**config.mk**
```make
export PLATFORM = sky130hd
export DESIGN_NAME = glitch_count_monitor_flat
export DESIGN_NICKNAME = d
export VERILOG_FILES = /design/src/rtl/glitch_count_monitor_if.sv /design/src/rtl/glitch_count_monitor.sv /design/src/flat_wrapper.sv
export SDC_FILE = /design/constraint.sdc
export NUM_CORES = 1
export LEC_CHECK = 0
export ABC_AREA = 1
export CORE_MARGIN = 1
export CORE_UTILIZATION = 45
export CTS_CLUSTER_DIAMETER = 30
export DETAILED_ROUTE_END_ITERATION = 10
export GPL_TIMING_DRIVEN = 0
export PLACE_DENSITY_LB_ADDON = 0.15
export SLEW_MARGIN = 20
export SYNTH_ARGS = -nofsm -noshare
export SYNTH_HDL_FRONTEND = slang
export SYNTH_SLANG_ARGS = --single-unit
```
**constraint.sdc**
```tcl
create_clock -name clk -period 4.4 [get_ports clk]
set_input_delay 0.66 -clock clk [delete_from_list [all_inputs] [get_ports clk]]
set_output_delay 0.66 -clock clk [all_outputs]
set_load 0.02 [all_outputs]
```
**src/rtl/glitch_count_monitor_if.sv**
```systemverilog
// Sample/control bundle between the delay-line ones-counter side and the glitch monitor.
// The master drives the samples and controls. The slave (the monitor) returns the status.
interface glitch_count_monitor_if #(
    parameter int CNT_W = 7,
    parameter int EVT_W = 16
);
    logic             enable;
    logic             recal;
    logic             clear_alarm;
    logic [CNT_W-1:0] count_in;
    logic             count_vld;
    logic [CNT_W-1:0] baseline;
    logic             baseline_vld;
    logic             glitch_pulse;
    logic             in_alarm;
    logic             alarm_sticky;
    logic [EVT_W-1:0] event_cnt;
    logic [CNT_W-1:0] min_seen;
    logic [CNT_W-1:0] max_seen;
    logic [1:0]       state;

    modport master (
        output enable, recal, clear_alarm, count_in, count_vld,
        input  baseline, baseline_vld, glitch_pulse, in_alarm, alarm_sticky,
               event_cnt, min_seen, max_seen, state
    );

    modport slave (
        input  enable, recal, clear_alarm, count_in, count_vld,
        output baseline, baseline_vld, glitch_pulse, in_alarm, alarm_sticky,
               event_cnt, min_seen, max_seen, state
    );
endinterface

```
**src/rtl/glitch_count_monitor.sv**
```systemverilog
// Voltage-glitch decision logic: learns a baseline ones-count and then flags samples
// whose absolute deviation from that baseline exceeds THRESH. It also tracks alarm hold, events and excursions.
module glitch_count_monitor #(
    parameter int CNT_W       = 7,
    parameter int CAL_LOG2    = 6,
    parameter int THRESH      = 4,
    parameter int HOLD_CYCLES = 16,
    parameter int EVT_W       = 16
) (
    input logic                   clk,
    input logic                   rst,
    glitch_count_monitor_if.slave mon
);
    typedef enum logic [1:0] {
        IDLE  = 2'd0,
        CALIB = 2'd1,
        ARMED = 2'd2,
        ALARM = 2'd3
    } state_t;

    localparam int ACC_W  = CNT_W + CAL_LOG2;
    localparam int HOLD_W = 16;
    localparam logic [CNT_W:0]    THRESH_V = (CNT_W + 1)'(THRESH);
    localparam logic [HOLD_W-1:0] HOLD_V   = HOLD_W'(HOLD_CYCLES);
    localparam logic [HOLD_W-1:0] HOLD_ONE = HOLD_W'(1);

    state_t              state_q;
    logic [ACC_W-1:0]    acc_q;
    logic [CAL_LOG2-1:0] sample_cnt_q;
    logic [HOLD_W-1:0]   hold_q;
    logic [CNT_W-1:0]    baseline_q;
    logic [CNT_W-1:0]    min_q;
    logic [CNT_W-1:0]    max_q;
    logic                baseline_vld_q;
    logic                pulse_q;
    logic                in_alarm_q;
    logic                sticky_q;
    logic [EVT_W-1:0]    event_q;

    logic [ACC_W-1:0] acc_sum;
    logic [CNT_W:0]   deviation;
    logic             monitoring;
    logic             violation;
    logic [CNT_W-1:0] min_base;
    logic [CNT_W-1:0] max_base;
    logic [CNT_W-1:0] min_next;
    logic [CNT_W-1:0] max_next;

    // NOTE: every signal gets a default at the top of always_comb so no path can infer a latch.
    always_comb begin
        acc_sum    = acc_q + ACC_W'(mon.count_in);
        monitoring = mon.enable && !mon.recal && mon.count_vld
                     && (state_q == ARMED || state_q == ALARM);
        if (mon.count_in >= baseline_q) deviation = {1'b0, mon.count_in} - {1'b0, baseline_q};
        else                            deviation = {1'b0, baseline_q} - {1'b0, mon.count_in};
        violation = monitoring && (deviation > THRESH_V);
        // A sample monitored on the same edge as a clear restarts the capture from that sample.
        min_base = mon.clear_alarm ? '1 : min_q;
        max_base = mon.clear_alarm ? '0 : max_q;
        min_next = min_base;
        max_next = max_base;
        if (monitoring && mon.count_in < min_base) min_next = mon.count_in;
        if (monitoring && mon.count_in > max_base) max_next = mon.count_in;
    end

    // NOTE: sequential state uses non-blocking assignments only, so register updates never race.
    always_ff @(posedge clk or posedge rst) begin
        if (rst) begin
            state_q        <= IDLE;
            acc_q          <= '0;
            sample_cnt_q   <= '0;
            hold_q         <= '0;
            baseline_q     <= '0;
            baseline_vld_q <= 1'b0;
            pulse_q        <= 1'b0;
            in_alarm_q     <= 1'b0;
            sticky_q       <= 1'b0;
            event_q        <= '0;
            min_q          <= '1;
            max_q          <= '0;
        end else begin
            pulse_q <= 1'b0;
            min_q   <= min_next;
            max_q   <= max_next;
            if (violation)             sticky_q <= 1'b1;
            else if (mon.clear_alarm)  sticky_q <= 1'b0;

            if (!mon.enable) begin
                state_q        <= IDLE;
                baseline_vld_q <= 1'b0;
                in_alarm_q     <= 1'b0;
            end else if (mon.recal && state_q != IDLE) begin
                state_q        <= CALIB;
                acc_q          <= '0;
                sample_cnt_q   <= '0;
                baseline_vld_q <= 1'b0;
                in_alarm_q     <= 1'b0;
            end else begin
                case (state_q)
                    IDLE: begin
                        state_q      <= CALIB;
                        acc_q        <= '0;
                        sample_cnt_q <= '0;
                    end
                    CALIB: if (mon.count_vld) begin
                        acc_q        <= acc_sum;
                        sample_cnt_q <= sample_cnt_q + 1'b1;
                        if (&sample_cnt_q) begin
                            baseline_q     <= CNT_W'(acc_sum >> CAL_LOG2);
                            baseline_vld_q <= 1'b1;
                            state_q        <= ARMED;
                        end
                    end
                    ARMED: if (violation) begin
                        pulse_q    <= 1'b1;
                        hold_q     <= HOLD_V;
                        in_alarm_q <= 1'b1;
                        state_q    <= ALARM;
                        if (~&event_q) event_q <= event_q + 1'b1;
                    end
                    ALARM: begin
                        if (violation) begin
                            pulse_q <= 1'b1;
                            hold_q  <= HOLD_V;
                        end else if (hold_q == HOLD_ONE) begin
                            hold_q     <= '0;
                            in_alarm_q <= 1'b0;
                            state_q    <= ARMED;
                        end else begin
                            hold_q <= hold_q - 1'b1;
                        end
                    end
                    default: state_q <= IDLE;
                endcase
            end
        end
    end

    assign mon.baseline     = baseline_q;
    assign mon.baseline_vld = baseline_vld_q;
    assign mon.glitch_pulse = pulse_q;
    assign mon.in_alarm     = in_alarm_q;
    assign mon.alarm_sticky = sticky_q;
    assign mon.event_cnt    = event_q;
    assign mon.min_seen     = min_q;
    assign mon.max_seen     = max_q;
    assign mon.state        = state_q;
endmodule
```
**src/flat_wrapper.sv**
```systemverilog
// flat-port wrapper written by rule: the top's interface ports become plain ports
module glitch_count_monitor_flat 
#(
    parameter int CNT_W       = 7,
    parameter int CAL_LOG2    = 6,
    parameter int THRESH      = 4,
    parameter int HOLD_CYCLES = 16,
    parameter int EVT_W       = 16
)
  (clk, rst, mon_enable, mon_recal, mon_clear_alarm, mon_count_in, mon_count_vld, mon_baseline, mon_baseline_vld, mon_glitch_pulse, mon_in_alarm, mon_alarm_sticky, mon_event_cnt, mon_min_seen, mon_max_seen, mon_state);
  glitch_count_monitor_if #(.CNT_W(CNT_W), .EVT_W(EVT_W)) mon_i ();
  input logic clk;
  input logic rst;
  input wire logic [$bits(mon_i.enable)-1:0] mon_enable;
  input wire logic [$bits(mon_i.recal)-1:0] mon_recal;
  input wire logic [$bits(mon_i.clear_alarm)-1:0] mon_clear_alarm;
  input wire logic [$bits(mon_i.count_in)-1:0] mon_count_in;
  input wire logic [$bits(mon_i.count_vld)-1:0] mon_count_vld;
  output wire logic [$bits(mon_i.baseline)-1:0] mon_baseline;
  output wire logic [$bits(mon_i.baseline_vld)-1:0] mon_baseline_vld;
  output wire logic [$bits(mon_i.glitch_pulse)-1:0] mon_glitch_pulse;
  output wire logic [$bits(mon_i.in_alarm)-1:0] mon_in_alarm;
  output wire logic [$bits(mon_i.alarm_sticky)-1:0] mon_alarm_sticky;
  output wire logic [$bits(mon_i.event_cnt)-1:0] mon_event_cnt;
  output wire logic [$bits(mon_i.min_seen)-1:0] mon_min_seen;
  output wire logic [$bits(mon_i.max_seen)-1:0] mon_max_seen;
  output wire logic [$bits(mon_i.state)-1:0] mon_state;
  assign mon_i.enable = mon_enable;
  assign mon_i.recal = mon_recal;
  assign mon_i.clear_alarm = mon_clear_alarm;
  assign mon_i.count_in = mon_count_in;
  assign mon_i.count_vld = mon_count_vld;
  assign mon_baseline = mon_i.baseline;
  assign mon_baseline_vld = mon_i.baseline_vld;
  assign mon_glitch_pulse = mon_i.glitch_pulse;
  assign mon_in_alarm = mon_i.in_alarm;
  assign mon_alarm_sticky = mon_i.alarm_sticky;
  assign mon_event_cnt = mon_i.event_cnt;
  assign mon_min_seen = mon_i.min_seen;
  assign mon_max_seen = mon_i.max_seen;
  assign mon_state = mon_i.state;
  glitch_count_monitor #(.CNT_W(CNT_W), .CAL_LOG2(CAL_LOG2), .THRESH(THRESH), .HOLD_CYCLES(HOLD_CYCLES), .EVT_W(EVT_W)) u_core (.clk(clk), .rst(rst), .mon(mon_i));
endmodule
```
### After elaboration in Yosys (flattened, before gate mapping)

Cells that the tools add are included.

| operators by class | value |
|---|---|
| add/sub/neg operators | 6 |
| multiply operators | 0 |
| div/mod/pow operators | 0 |
| magnitude comparators | 4 |
| equality and inequality tests | 15 |
| shift-type cells | 0 |
| multiplexer cells | 40 |
| bitwise operators | 2 |
| reductions and logical operators | 24 |

Operators by type and width:

| cell | number |
|---|---|
| 16-bit 2-to-1 mux | 3 |
| 16-bit one-hot mux with 2 select lines | 1 |
| 7-bit 2-to-1 mux | 4 |
| 13-bit 2-to-1 mux | 2 |
| 13-bit one-hot mux with 2 select lines | 1 |
| 16-bit by 1-bit adder with 16-bit output, second input constant | 1 |
| 16-bit by 1-bit equality test with 1-bit output, second input constant | 1 |
| 1-bit 2-to-1 mux | 16 |
| 16-bit AND reduction | 1 |
| 16-bit by 1-bit subtractor with 16-bit output, second input constant | 1 |
| 7-bit by 7-bit subtractor with 8-bit output | 2 |
| 2-bit 2-to-1 mux | 7 |
| 13-bit by 7-bit adder with 13-bit output | 1 |
| 6-bit 2-to-1 mux | 2 |
| 6-bit one-hot mux with 2 select lines | 1 |
| 10-bit AND reduction | 1 |
| 5-bit AND reduction | 2 |
| 3-bit by 1-bit inequality test with 1-bit output, second input constant | 3 |
| 8-bit by 3-bit greater-than comparator with 1-bit output, second input constant | 1 |
| 8-bit 2-to-1 mux | 1 |
| 4-bit by 3-bit inequality test with 1-bit output, second input constant | 2 |
| 4-bit inequality test, second input constant | 2 |
| 2-bit one-hot mux with 4 select lines | 1 |
| 4-bit AND reduction | 2 |
| 21 further kinds | 32 |

| word-level totals | value |
|---|---|
| register bits after elaboration | 78 |
| bits in latches | 0 |
| RAM bits | 0 |
| ROM bits | 0 |
| input port bits | 13 |
| output and inout port bits | 43 |
| logic and storage cells | 103 |
| memories | 0 |

### Depth between registers and ports, before layout

| logic depth | value |
|---|---|
| depth after elaboration | 9 |
| mapped depth | 21 |
| depth with buffers taken out | 19 |

### Least setup slack after synthesis

No wires, ideal clock.

| timing | value |
|---|---|
| kind | in2reg |
| from | input mon_count_in[0] |
| to | register u_core.event_q[2] (netlist: u_core.mon.event_cnt[2]) |
| setup time | 0.119 ns |
| arrival | 2.462 ns |
| required time | 4.281 ns |
| path slack | 1.819 ns |
| stages on the path | 18 |
| path buffers | 1 |
| cell sequence | inv_1 -> ha_1 -> fa_1 -> inv_1 -> nand2_2 -> nand3_1 -> nand2_2 -> nand2_4 -> nand2_1 -> nand3_1 -> nand2_1 -> nand3_2 -> nand2_4 -> inv_4 -> nand2_8 -> buf_6 -> o21ai_2 -> nand2_1 |

| between the ends | value |
|---|---|
| word-level cells in the longest chain between the ends | 5 |
| elaborated cells on any way between the ends | 7 |
| those cells by class | 2 x add/sub; 2 x order compare; 1 x mux; 2 x reduce/logical |

RTL lines:

| what | RTL line | source |
|---|---|---|
| start: declaration | flat_wrapper.sv:17 | `input wire logic [$bits(mon_i.count_in)-1:0] mon_count_in;` |
| 7-bit by 7-bit subtractor with 8-bit output (tied with other cells) | glitch_count_monitor.sv:55 | `else deviation = {1'b0, baseline_q} - {1'b0, mon.count_in};` |
| 8-bit 2-to-1 mux (*) | glitch_count_monitor.sv:54 | `if (mon.count_in >= baseline_q) deviation = {1'b0, mon.count_in} - {1'b0, baseline_q};` |
| 8-bit by 3-bit greater-than comparator with 1-bit output (*) | glitch_count_monitor.sv:56 | `violation = monitoring && (deviation > THRESH_V);` |
| 1-bit logical AND (*) | glitch_count_monitor.sv:56 |  |
| 5-bit AND reduction (no source line) (*) | - |  |
| end signal: assignment | glitch_count_monitor.sv:119 | `if (~&event_q) event_q <= event_q + 1'b1;` |
| end: declaration | glitch_count_monitor.sv:38 | `logic [EVT_W-1:0] event_q;` |

Every way passes the cells marked *; elsewhere a longest branch is shown, timed or not.
A chain may end at the register's enable or synchronous reset.

### Worst setup path after layout

| timing | value |
|---|---|
| from | input mon_count_in[1] |
| to | register u_core.event_q[2] (netlist: u_core.mon.event_cnt[2]) |

Same word-level chain as after synthesis.

==> summary.md <==
| Metric | Value |
|---|---|
| Status | finished clean |
| Net total in the final layout | 807 |
| Die Y-Extent | around 110 µm |
| Kind of path behind the tightest hold check | flip-flop to flip-flop |
| Most frequent cells after synthesis | sky130_fd_sc_hd__nand2_1 (153), sky130_fd_sc_hd__inv_1 (103), sky130_fd_sc_hd__dfrtp_1 (71) |
| Kind of launch point of the worst setup path | primary input |
| Total CTS buffers | 9 |
| Syn. warnings | 0 |
| Count of cell types in the netlist | 46 |
| Number of maximum-capacitance violations | 0 |
| Final Hold Slack | between 0.4 and 0.5 ns |
| Worst hold path stage count | 2 |
| Row Count | 39 |
| Ratio of final minimum period to clock period | a little under three quarters |
| Total area of multi-input combinational cells | 0.002839 mm² |
| PortBufs | 54 |
| Diode insertion count for antenna repair | 0 |
| Mean area per synthesized cell | 7.709 µm² |
| Final Setup Violations | 0 |
| Hold bufs inserted after CTS | 0 |
| Final hold viol count | 0 |
| Slew margin rel. | 61.24% |
| Antenna violations before repair | 0 |
| Placeable Area | 0.01147 mm² |
| Total setup buffers inserted after CTS | 0 |
| Pre-Repair DR Iteration Count | 5 |
| Start point of the worst hold path | u_core.acc_q[2] |
| Post-synth design cell area | around 0.0053 mm² |
| Global-route usage over all layers | about 20% |
| Peak VDD IR | roughly 220 µV |
| Synth top area share | between 30 and 40% |
| Number of flops mapped to enable cells by yosys | 0 |
| Residual overflow from global routing | 0 |
| Highest achievable clock rate | 316.3 MHz |
| Via count | 4632 |
| Weighted congestion at the end of routability-driven global placement | 0.8725 |
| Clock Sink Count | 78 |
| Post-synthesis sequential element count | 78 |
| Sequential area share after synthesis | between 30% and 40% |
| Antenna Violating Nets Remaining | 0 |
| Clock transition at the registers of the reported paths | ~0.060 ns |
| Final Max Tran Viols | 0 |
| Root Buffer Master | sky130_fd_sc_hd__clkbuf_16 |
| FILL cells | roughly 1100 |
| Final Total Pwr | around 1800 µW |
| Number of DRC violations after detailed-routing iteration 0 | roughly 250 |
| Post-route DRC violation count | 0 |
| Die W | ~110 µm |
| Most area-hungry cell type in the Yosys netlist | sky130_fd_sc_hd__dfrtp_1 |
| First-pass GRT wire length | between 20 and 25 mm |
| Final cell count without fillers | 900 |
| Maximum buffer depth of the clock tree | 2 |
| Total placed instance area | 0.006038 mm² |
| Shortest clock period the worst path allows after layout | around 3.2 ns |
| Critical path endpoint category | flip-flop |
| Capturing point of the worst reg2reg path | u_core.hold_q[11] |
| Top cells by area in the synthesized netlist | sky130_fd_sc_hd__dfrtp_1 (34%), sky130_fd_sc_hd__nand2_1 (11%), sky130_fd_sc_hd__ha_1 (9.0%) |
| Leading register cell type out of synthesis | sky130_fd_sc_hd__dfrtp_1 |
| Maximum fanout encountered on the critical timing path | 10 |
| Worst Reg-to-Reg Cells | 19 |
| Data required time of the critical path | 4.63 ns |
| Die Area | 0.01221 mm² |
| Cells after DPL | ~890 |
| RSZ-0062 raised after global routing | no |
| Area occupied by registers | approximately 0.0020 mm² |
| Resized cells post-CTS | 0 |
| TritonCTS clock tree | yes |
| Initial Util | 46.19% |
| Post-route cell area | 0.006305 mm² |
| Vias in the first global route | 4434 |
| Clock insertion delay at the later pin of the skew report | around 0.34 ns |
| Maximum number of pins on one net before global-route repair | 42 |
| Detailed Place HPWL | roughly 9.2 mm |
| Crit Path Class | primary input to flip-flop |
| Number of vias per cell | 5.147 |
| Hold EP | u_core.acc_q[2] |
| Total Wirelength | ~12 mm |
| R2R Path Start | u_core.mon.baseline[0] |
| Most used standard cell by instance count after synthesis | sky130_fd_sc_hd__nand2_1 |
| Synthesis-to-layout area growth | 19.04% |
| Transition time of the tightest slew-check pin | approximately 0.57 ns |
| Share of synthesized flip-flops with an asynchronous set or reset | between 90% and 100% |
| Mean routed wirelength per cell | 13.24 µm |
| Fraction of final layout cells sized beyond drive strength 1 | between 8 and 9% |
| Slack of the worst reg-to-reg path | approximately 1.8 ns |
| Max Clock Skew | around 0.0048 ns |
| Critical path data arrival time | 3.39 ns |
| Final setup TNS | 0 ns |
| Number of primary I/O pins | 56 |
| Leakage component of the power | 0.003060 µW |
| Pwr per Cell Area | 290.8 mW/mm² |
| Syn nets | ~740 |
| Cells after Synth | roughly 700 |
| H-tree levels | 3 |
-- logic make-up (layout without fill, tap and decap cells) --
logic type               count (synthesis)  after routing  synth area share (%)
multiplexers                             1              1                0.1890
adder cells (fa/ha/maj)                 41             41                 10.11
XOR/XNOR                                28             28                 4.772
buffers and inverters                  118            188                 9.379
AND/OR/NAND/NOR                        305            305                 25.63
flip-flops                              78             78                 37.02
AO/OA/AOI/OAI                          116            116                 12.90
-- sequential cells by signal, summed over array words and instances, names as in the netlist, 2 cells and up --
name and flops:
u_core.hold_q 16, u_core.mon.event_cnt 16, u_core.mon.baseline 7, u_core.acc_q 13, u_core.mon.state 2, u_core.sample_cnt_q 6, u_core.mon.max_seen 7, u_core.mon.min_seen 7
-- layout by cell type (no fill, tap or decap), types with 12 or more instances in the layout --
cell | synthesis | final
sky130_fd_sc_hd__dfrtp_1 | 71 | 71
sky130_fd_sc_hd__o21ai_0 | 32 | 32
sky130_fd_sc_hd__nor2_1 | 62 | 62
sky130_fd_sc_hd__inv_1 | 103 | 102
sky130_fd_sc_hd__a21oi_1 | 36 | 36
sky130_fd_sc_hd__nor3_1 | 12 | 12
sky130_fd_sc_hd__xor2_1 | 20 | 20
sky130_fd_sc_hd__nand2_1 | 153 | 153
sky130_fd_sc_hd__nand3_1 | 40 | 40
sky130_fd_sc_hd__ha_1 | 38 | 38
sky130_fd_sc_hd__o22ai_1 | 13 | 13
sky130_fd_sc_hd__clkdlybuf4s50_1 | 0 | 54
sky130_fd_sc_hd__nand4_1 | 14 | 14
-- per-layer routing --
metal | share of wire [%] | wire length (µm) | vias to the layer above | track usage, %
met3 | 3.4 | 410 | 15 | 3.403
li1 | - | - | 2380 | -
met1 | 49 | 5825 | 2155 | 27.63
met5 | 0 | 0 | - | 0
met2 | 46 | 5453 | 82 | 32.84
met4 | 1.9 | 225 | 0 | 8.622
-- where the power goes --
group | switching [µW] | total [µW] | leakage, µW | internal (µW)
logic | 217 | 351 | 0.00193 | 135
registers | 34.0 | 799 | 0.000997 | 765
clock network | 290 | 683 | 0.000135 | 392
-- worst max-delay path by stage --
stage,start,end,slack [ns],depth (start not counted)
after floorplan,rst,u_core.acc_q[0],1.76,1
after global placement,rst,u_core.mon.max_seen[5],0.36,2
after detailed placement,mon_count_in[1],u_core.mon.event_cnt[7],0.86,18
after CTS,mon_count_in[1],u_core.mon.event_cnt[7],1.22,18
after global routing,mon_count_in[1],u_core.hold_q[11],0.96,19
final,mon_count_in[1],u_core.mon.event_cnt[2],1.24,18
-- stage by stage --
stage	worst slack, ns	util (%)
floorplan	1.757	-
global placement	0.3628	52.46
detailed placement	0.8644	52.66
CTS	1.218	54.98
global route	0.9644	54.98
finish	1.238	54.98
-- worst max-delay path, stage by stage --
cell and delay (ns):
sky130_fd_sc_hd__clkdlybuf4s50_1 0.76, sky130_fd_sc_hd__inv_1 0.16, sky130_fd_sc_hd__fa_1 0.46, sky130_fd_sc_hd__inv_1 0.10, sky130_fd_sc_hd__nand2_2 0.07, sky130_fd_sc_hd__nand3_1 0.09, sky130_fd_sc_hd__nand2_2 0.09, sky130_fd_sc_hd__nand2_4 0.09
sky130_fd_sc_hd__nor2_1 0.05, sky130_fd_sc_hd__nand2_1 0.06, sky130_fd_sc_hd__nand2_1 0.08, sky130_fd_sc_hd__nand3_2 0.12, sky130_fd_sc_hd__nand2_4 0.09, sky130_fd_sc_hd__inv_4 0.09, sky130_fd_sc_hd__nand2_8 0.07, sky130_fd_sc_hd__buf_6 0.17
sky130_fd_sc_hd__o21ai_2 0.10, sky130_fd_sc_hd__nand2_1 0.06
-- final cells by class --
class,instances,area share (%)
Buffer,11,1.349
Clock buffer,11,3.850
Clock inverter,4,0.3771
Inverter,107,6.569
Multi-Input combinational cell,491,45.03
Sequential cell,78,31.10
Tap cell,143,2.838
Timing Repair Buffer,55,8.891
(Power assumes the default switching activity.)
